`src/rtl/spram_fifo_ctrl_40bit.sv`:
```
// rtl/spram_fifo_ctrl_40bit.sv - valid/ready FIFO controller for a single-port 4096x40 RAM
// Optional almost_full flag: define SPRAM_FIFO_ALMOST_FULL_EN.
module spram_fifo_ctrl_40bit #(
  parameter int AWIDTH             = 12,
  parameter int NUM_WORDS          = 4096,
  parameter int DWIDTH             = 40,
  parameter int ALMOST_FULL_THRESH = 4064
) (
  input  logic              clk,
  input  logic              reset,
  input  logic              in_valid,
  output logic              in_ready,
  input  logic [DWIDTH-1:0] in_data,
  output logic              out_valid,
  input  logic              out_ready,
  output logic [DWIDTH-1:0] out_data,
  output logic [AWIDTH-1:0] ram_address,
  output logic              ram_wren,
  output logic [DWIDTH-1:0] ram_data,
  input  logic [DWIDTH-1:0] ram_out,
  output logic [AWIDTH:0]   ram_count,
  output logic              full,
  output logic              empty,
  output logic              almost_full
);

  localparam logic [AWIDTH:0] FULL_COUNT = (AWIDTH+1)'(NUM_WORDS);

  generate
    if (NUM_WORDS != (1 << AWIDTH) || ALMOST_FULL_THRESH > NUM_WORDS) begin : g_param_check
      $error("spram_fifo_ctrl_40bit: inconsistent depth parameters");
    end
  endgenerate

  logic [AWIDTH-1:0] wr_ptr, rd_ptr;
  logic [AWIDTH:0]   count, count_next;
  logic              inflight;
  logic              last_grant;  // 1: read won the last contended cycle
  logic [DWIDTH-1:0] ob_mem [2];
  logic              ob_head, ob_tail;
  logic [1:0]        ob_cnt, occ;
  logic              rd_req, wr_req, contended, wr_grant, rd_grant, deq;

  // Reset gates the requests so every port takes its idle value while reset is high.
  assign occ       = ob_cnt + 2'(inflight);
  assign rd_req    = !reset && (count != '0) && (occ < 2'd2);
  assign wr_req    = !reset && in_valid && (count != FULL_COUNT);
  assign contended = rd_req && wr_req;
  assign wr_grant  = wr_req && (!rd_req || last_grant);
  assign rd_grant  = rd_req && !wr_grant;

  assign in_ready    = wr_grant;
  assign ram_wren    = wr_grant;
  assign ram_address = wr_grant ? wr_ptr : rd_ptr;
  assign ram_data    = wr_grant ? in_data : '0;

  assign out_valid = (ob_cnt != 2'd0);
  assign out_data  = out_valid ? ob_mem[ob_head] : '0;
  assign deq       = out_valid && out_ready;

  assign ram_count = count;
  assign full      = (count == FULL_COUNT);
  assign empty     = (count == '0) && !inflight && (ob_cnt == 2'd0);

  always_comb begin
    count_next = count;
    if (wr_grant)
      count_next = count + (AWIDTH+1)'(1);
    else if (rd_grant)
      count_next = count - (AWIDTH+1)'(1);
  end

  always_ff @(posedge clk or posedge reset) begin
    if (reset) begin
      wr_ptr     <= '0;
      rd_ptr     <= '0;
      count      <= '0;
      inflight   <= 1'b0;
      last_grant <= 1'b0;
      ob_head    <= 1'b0;
      ob_tail    <= 1'b0;
      ob_cnt     <= 2'd0;
    end else begin
      count    <= count_next;
      inflight <= rd_grant;
      if (wr_grant)
        wr_ptr <= wr_ptr + AWIDTH'(1);
      if (rd_grant)
        rd_ptr <= rd_ptr + AWIDTH'(1);
      if (contended)
        last_grant <= rd_grant;
      // The RAM holds its output during writes, so capture is valid under any grant.
      if (inflight)
        ob_tail <= ~ob_tail;
      if (deq)
        ob_head <= ~ob_head;
      ob_cnt <= ob_cnt + 2'(inflight) - 2'(deq);
    end
  end

  always_ff @(posedge clk) begin
    if (inflight)
      ob_mem[ob_tail] <= ram_out;
  end

`ifdef SPRAM_FIFO_ALMOST_FULL_EN
  localparam logic [AWIDTH:0] AF_THRESH = (AWIDTH+1)'(ALMOST_FULL_THRESH);
  logic af_q;

  always_ff @(posedge clk or posedge reset) begin
    if (reset)
      af_q <= 1'b0;
    else
      af_q <= (count_next >= AF_THRESH);
  end

  assign almost_full = af_q;
`else
  assign almost_full = 1'b0;
`endif

endmodule
```
`config.mk`:
```
export PLATFORM = sky130hd
export DESIGN_NAME = spram_fifo_ctrl_40bit
export DESIGN_NICKNAME = d
export VERILOG_FILES = /design/src/rtl/spram_fifo_ctrl_40bit.sv
export SDC_FILE = /design/constraint.sdc
export NUM_CORES = 1
export LEC_CHECK = 0
export CAP_MARGIN = 30
export CORE_MARGIN = 1.5
export CORE_UTILIZATION = 55
export DETAILED_ROUTE_END_ITERATION = 8
export DONT_BUFFER_PORTS = 1
export HOLD_SLACK_MARGIN = 0.12
export PLACE_DENSITY = 0.73
export REMOVE_ABC_BUFFERS = 1
export SETUP_SLACK_MARGIN = 0.15
export SYNTH_ARGS = -nofsm -noshare
export SYNTH_HDL_FRONTEND = slang
export SYNTH_SLANG_ARGS = --single-unit
```
`constraint.sdc`:
```
create_clock -name clk -period 3.7 [get_ports clk]
set_input_delay 0.74 -clock clk [delete_from_list [all_inputs] [get_ports clk]]
set_output_delay 0.74 -clock clk [all_outputs]
set_load 0.01 [all_outputs]
```
==> results of run 1 <==
synth_stat cells (5+ instances only):
| library cell | number |
|---|---|
| and2_1 | 42 |
| clkbuf_1 | 10 |
| nor2_1 | 49 |
| o21ai_0 | 5 |
| xor2_1 | 11 |
| ha_1 | 15 |
| and3_1 | 8 |
| mux2_2 | 24 |
| dfrtp_1 | 43 |
| edfxtp_1 | 80 |
| xnor2_1 | 27 |
| inv_1 | 11 |
| a21oi_1 | 6 |
| mux2i_1 | 41 |
| nand2_1 | 9 |
| nand4_1 | 10 |
metrics by stage:
stage,std cells,total power [mW],utilization
2_1_floorplan,419,3.84,-
3_3_place_gp,563,4.24,0.583
3_5_place_dp,564,4.30,0.585
4_1_cts,596,6.07,0.647
5_1_grt,598,6.40,0.650
6_report,598,6.02,0.650
routing by layer:
metal	up-vias	track usage	wire length, um
met1	1645	0.256	4560
li1	1587	-	-
met2	123	0.313	5340
met5	-	0	0
met3	17	0.0871	1070
met4	0	0.0792	171
logic make-up (layout without fill, tap and decap cells):
family          Yosys count  in the layout  synth area share
simple gates            135            135             0.133
buf+inv                  30             55            0.0213
flops                   123            123             0.597
other cells               1              1          0.000644
compound gates           29             29            0.0385
fa+ha+maj                16             16            0.0357
xor+xnor                 38             38            0.0571
mux                      65             65             0.117
flip-flops by register name, indices dropped and copies added, names as in the netlist:
signal / count
ob_cnt: 2
ob_mem: 80
inflight: 1
last_grant: 1
ob_head: 1
wr_ptr: 12
ob_tail: 1
rd_ptr: 12
ram_count: 13
power by group through the flow:
stage / Combinational [mW] / Clock (mW) / Sequential [mW]
after floorplan: 1.63 / 0 / 2.21
after global placement: 1.97 / 0 / 2.26
after detailed placement: 2.02 / 0 / 2.28
after CTS: 2.05 / 1.76 / 2.26
after global routing: 2.27 / 1.82 / 2.30
final: 2.04 / 1.73 / 2.25
final cells by class:
class | instances | area, sq um
clock inverter | 14 | 209
sequential | 123 | 3480
timing repair buffer | 11 | 108
multi-input combinational | 284 | 2250
inverter | 12 | 45.0
clock buffer | 18 | 418
fill | 779 | 3600
tap | 136 | 170
worst reg2reg max path, cell delays in order (launching register included):
cell	delay, ps
dfrtp_1	480
nor4_4	430
and3_2	310
o311ai_4	150
buf_4	200
ha_1	360
a21oi_1	220
o21ai_0	180
a21o_1	210
a221oi_1	340
mux2i_1	260
xnor2_1	130
worst paths after layout:
path	from	end	slack [ps]	cells past startpoint
setup / recovery	ram_count[1]	ram_address[7]	280	6
max in group asynchronous	reset	ob_head	2680	2
hold / removal	reset	ram_count[9]	200	1
min in group clk	ram_out[37]	ob_mem[0][37]	330	0
setup reg to reg	ram_count[1]	ram_count[12]	360	11
hold reg to reg	wr_ptr[11]	wr_ptr[11]	470	1
repair_timing:
item,in CTS,in global routing
endpoints found under the setup margin,50,16
pin swaps,0,1
setup buffers,0,2
resized for setup,4,1
==> impl_metrics.tcl, run 1 <==
set metrics [dict create \
    outcome "complete, no violations" \
    seq_area_frac_synth 0.597 \
    hold_viol 0 \
    drive_gt1_frac 0.175 \
    fin_tns_setup_ps 0 \
    hold_slack_ps 196 \
    synth_edf_count 80 \
    clockPowerShare 0.287 \
    antenna_left 0 \
    p_seq_frac 0.373 \
    synth_area_per_cell_sq_um 13.3 \
    die_area_sq_um 11200 \
    antenna_found_initial 0 \
    crit_type "reg -> out" \
    first_global_vias 3296 \
    path_cells "nor4_4 -> and3_2 -> o311ai_4 -> inv_2 -> buf_12 -> mux2_2" \
    dpl.hpwl_mm 7.62 \
    cts_buffer_depth 2 \
    clockRootBuffer "clkbuf_8" \
    drv_cap 0 \
    first_pass_iters 4 \
    gp_congestion 0.783 \
    crit_slowest_cell "dfrtp_1" \
    yosys.cell_types.count 43 \
    final_common_cell "edfxtp_1" \
    io_buffers 0 \
    synth_top_area_cell "edfxtp_1" \
    avgViaCountPerCell 5.64 \
    setup_slack_ps 284 \
    crit_family "simple AND/OR/NAND/NOR gates" \
    max_freq_mhz 293 \
    syn2layout_area_growth_pct 14.6 \
    cts_tree "built" \
    internal-power_mw 3.83 \
    synth.ff_latch_count 123 \
    synthTopCellsByArea "edfxtp_1 (41%), dfrtp_1 (18%), mux2i_1 (7.0%)" \
    end_kind "output port" \
    diodes 0 \
    arrival_ps 2680 \
    drc 0 \
    required_ps 2960 \
    min_path_type "in -> async" \
    final_cell_area_sq_um 6680 \
    fin_nets 549 \
    die_x_um 106 \
    cts.sinks 123 \
    skew_ps 8.47 \
    p_leak_nw 2.69 \
    clk_pin_slew_ps 60 \
    finalCritPeriodShare 0.923 \
    place_area_sq_um 6010 \
    drtIter0Drc 158 \
    final_cell_mix "edfxtp_1 (80), nor2_1 (48), dfrtp_1 (42)" \
    pwr-share-comb 0.339 \
    coreArea_sq_um 10300 \
    vias 3372 \
    grt_util_all_layers 0.203 \
    tightestPinTransition_ps 965 \
    slew_headroom 0.357 \
    yosysTopAreaCellShare 0.412 \
    synth_cells 437 \
    max_stage_delay_ps 480 \
    rows 37 \
    grt_pass1_wl_mm 17.2 \
    ir_worst_vdd_uv 568 \
    clk_latency_ps 500 \
    htree_levels 4 \
    synth_top_flop_cell "edfxtp_1" \
    grt_setup_unrepaired "false" \
    cts_hold_buf 0 \
    syn_area_sq_um 5820 \
    initial_core_util 0.567 \
    swShare 0.364 \
    pre_cts_ws_ps 248 \
    setup_viol 0 \
    die_h_um 106 \
    grt_max_degree 65 \
    p_sw_mw 2.19 \
    yosysWarnings 0 \
    wl_mm 11.1 \
    avgRoutedWirePerCell_um 18.6 \
    setup.worst_path.start_class "flop" \
    ios 195 \
    power_density_nw_per_um2 902 \
    grt.overflow.total 0 \
    period_needed_ps 3420 \
    drv_slew 0 \
    async_flop_share 0.350 \
    critPathMaxFanout 64 \
    cp_num_buf_inv 2 \
    cts-buffers-inserted 17 \
]
Note: power is estimated with default switching activity, not from simulation.
==> run 2: changes to the inputs <==
--- a/config.mk
+++ b/config.mk
@@ -17,3 +17,4 @@
 export SYNTH_ARGS = -nofsm -noshare
 export SYNTH_HDL_FRONTEND = slang
 export SYNTH_SLANG_ARGS = --single-unit
+export TNS_END_PERCENT = 20
==> results of run 2 <==
No change in the layout: final DEF, timing and power equal those of run 1.
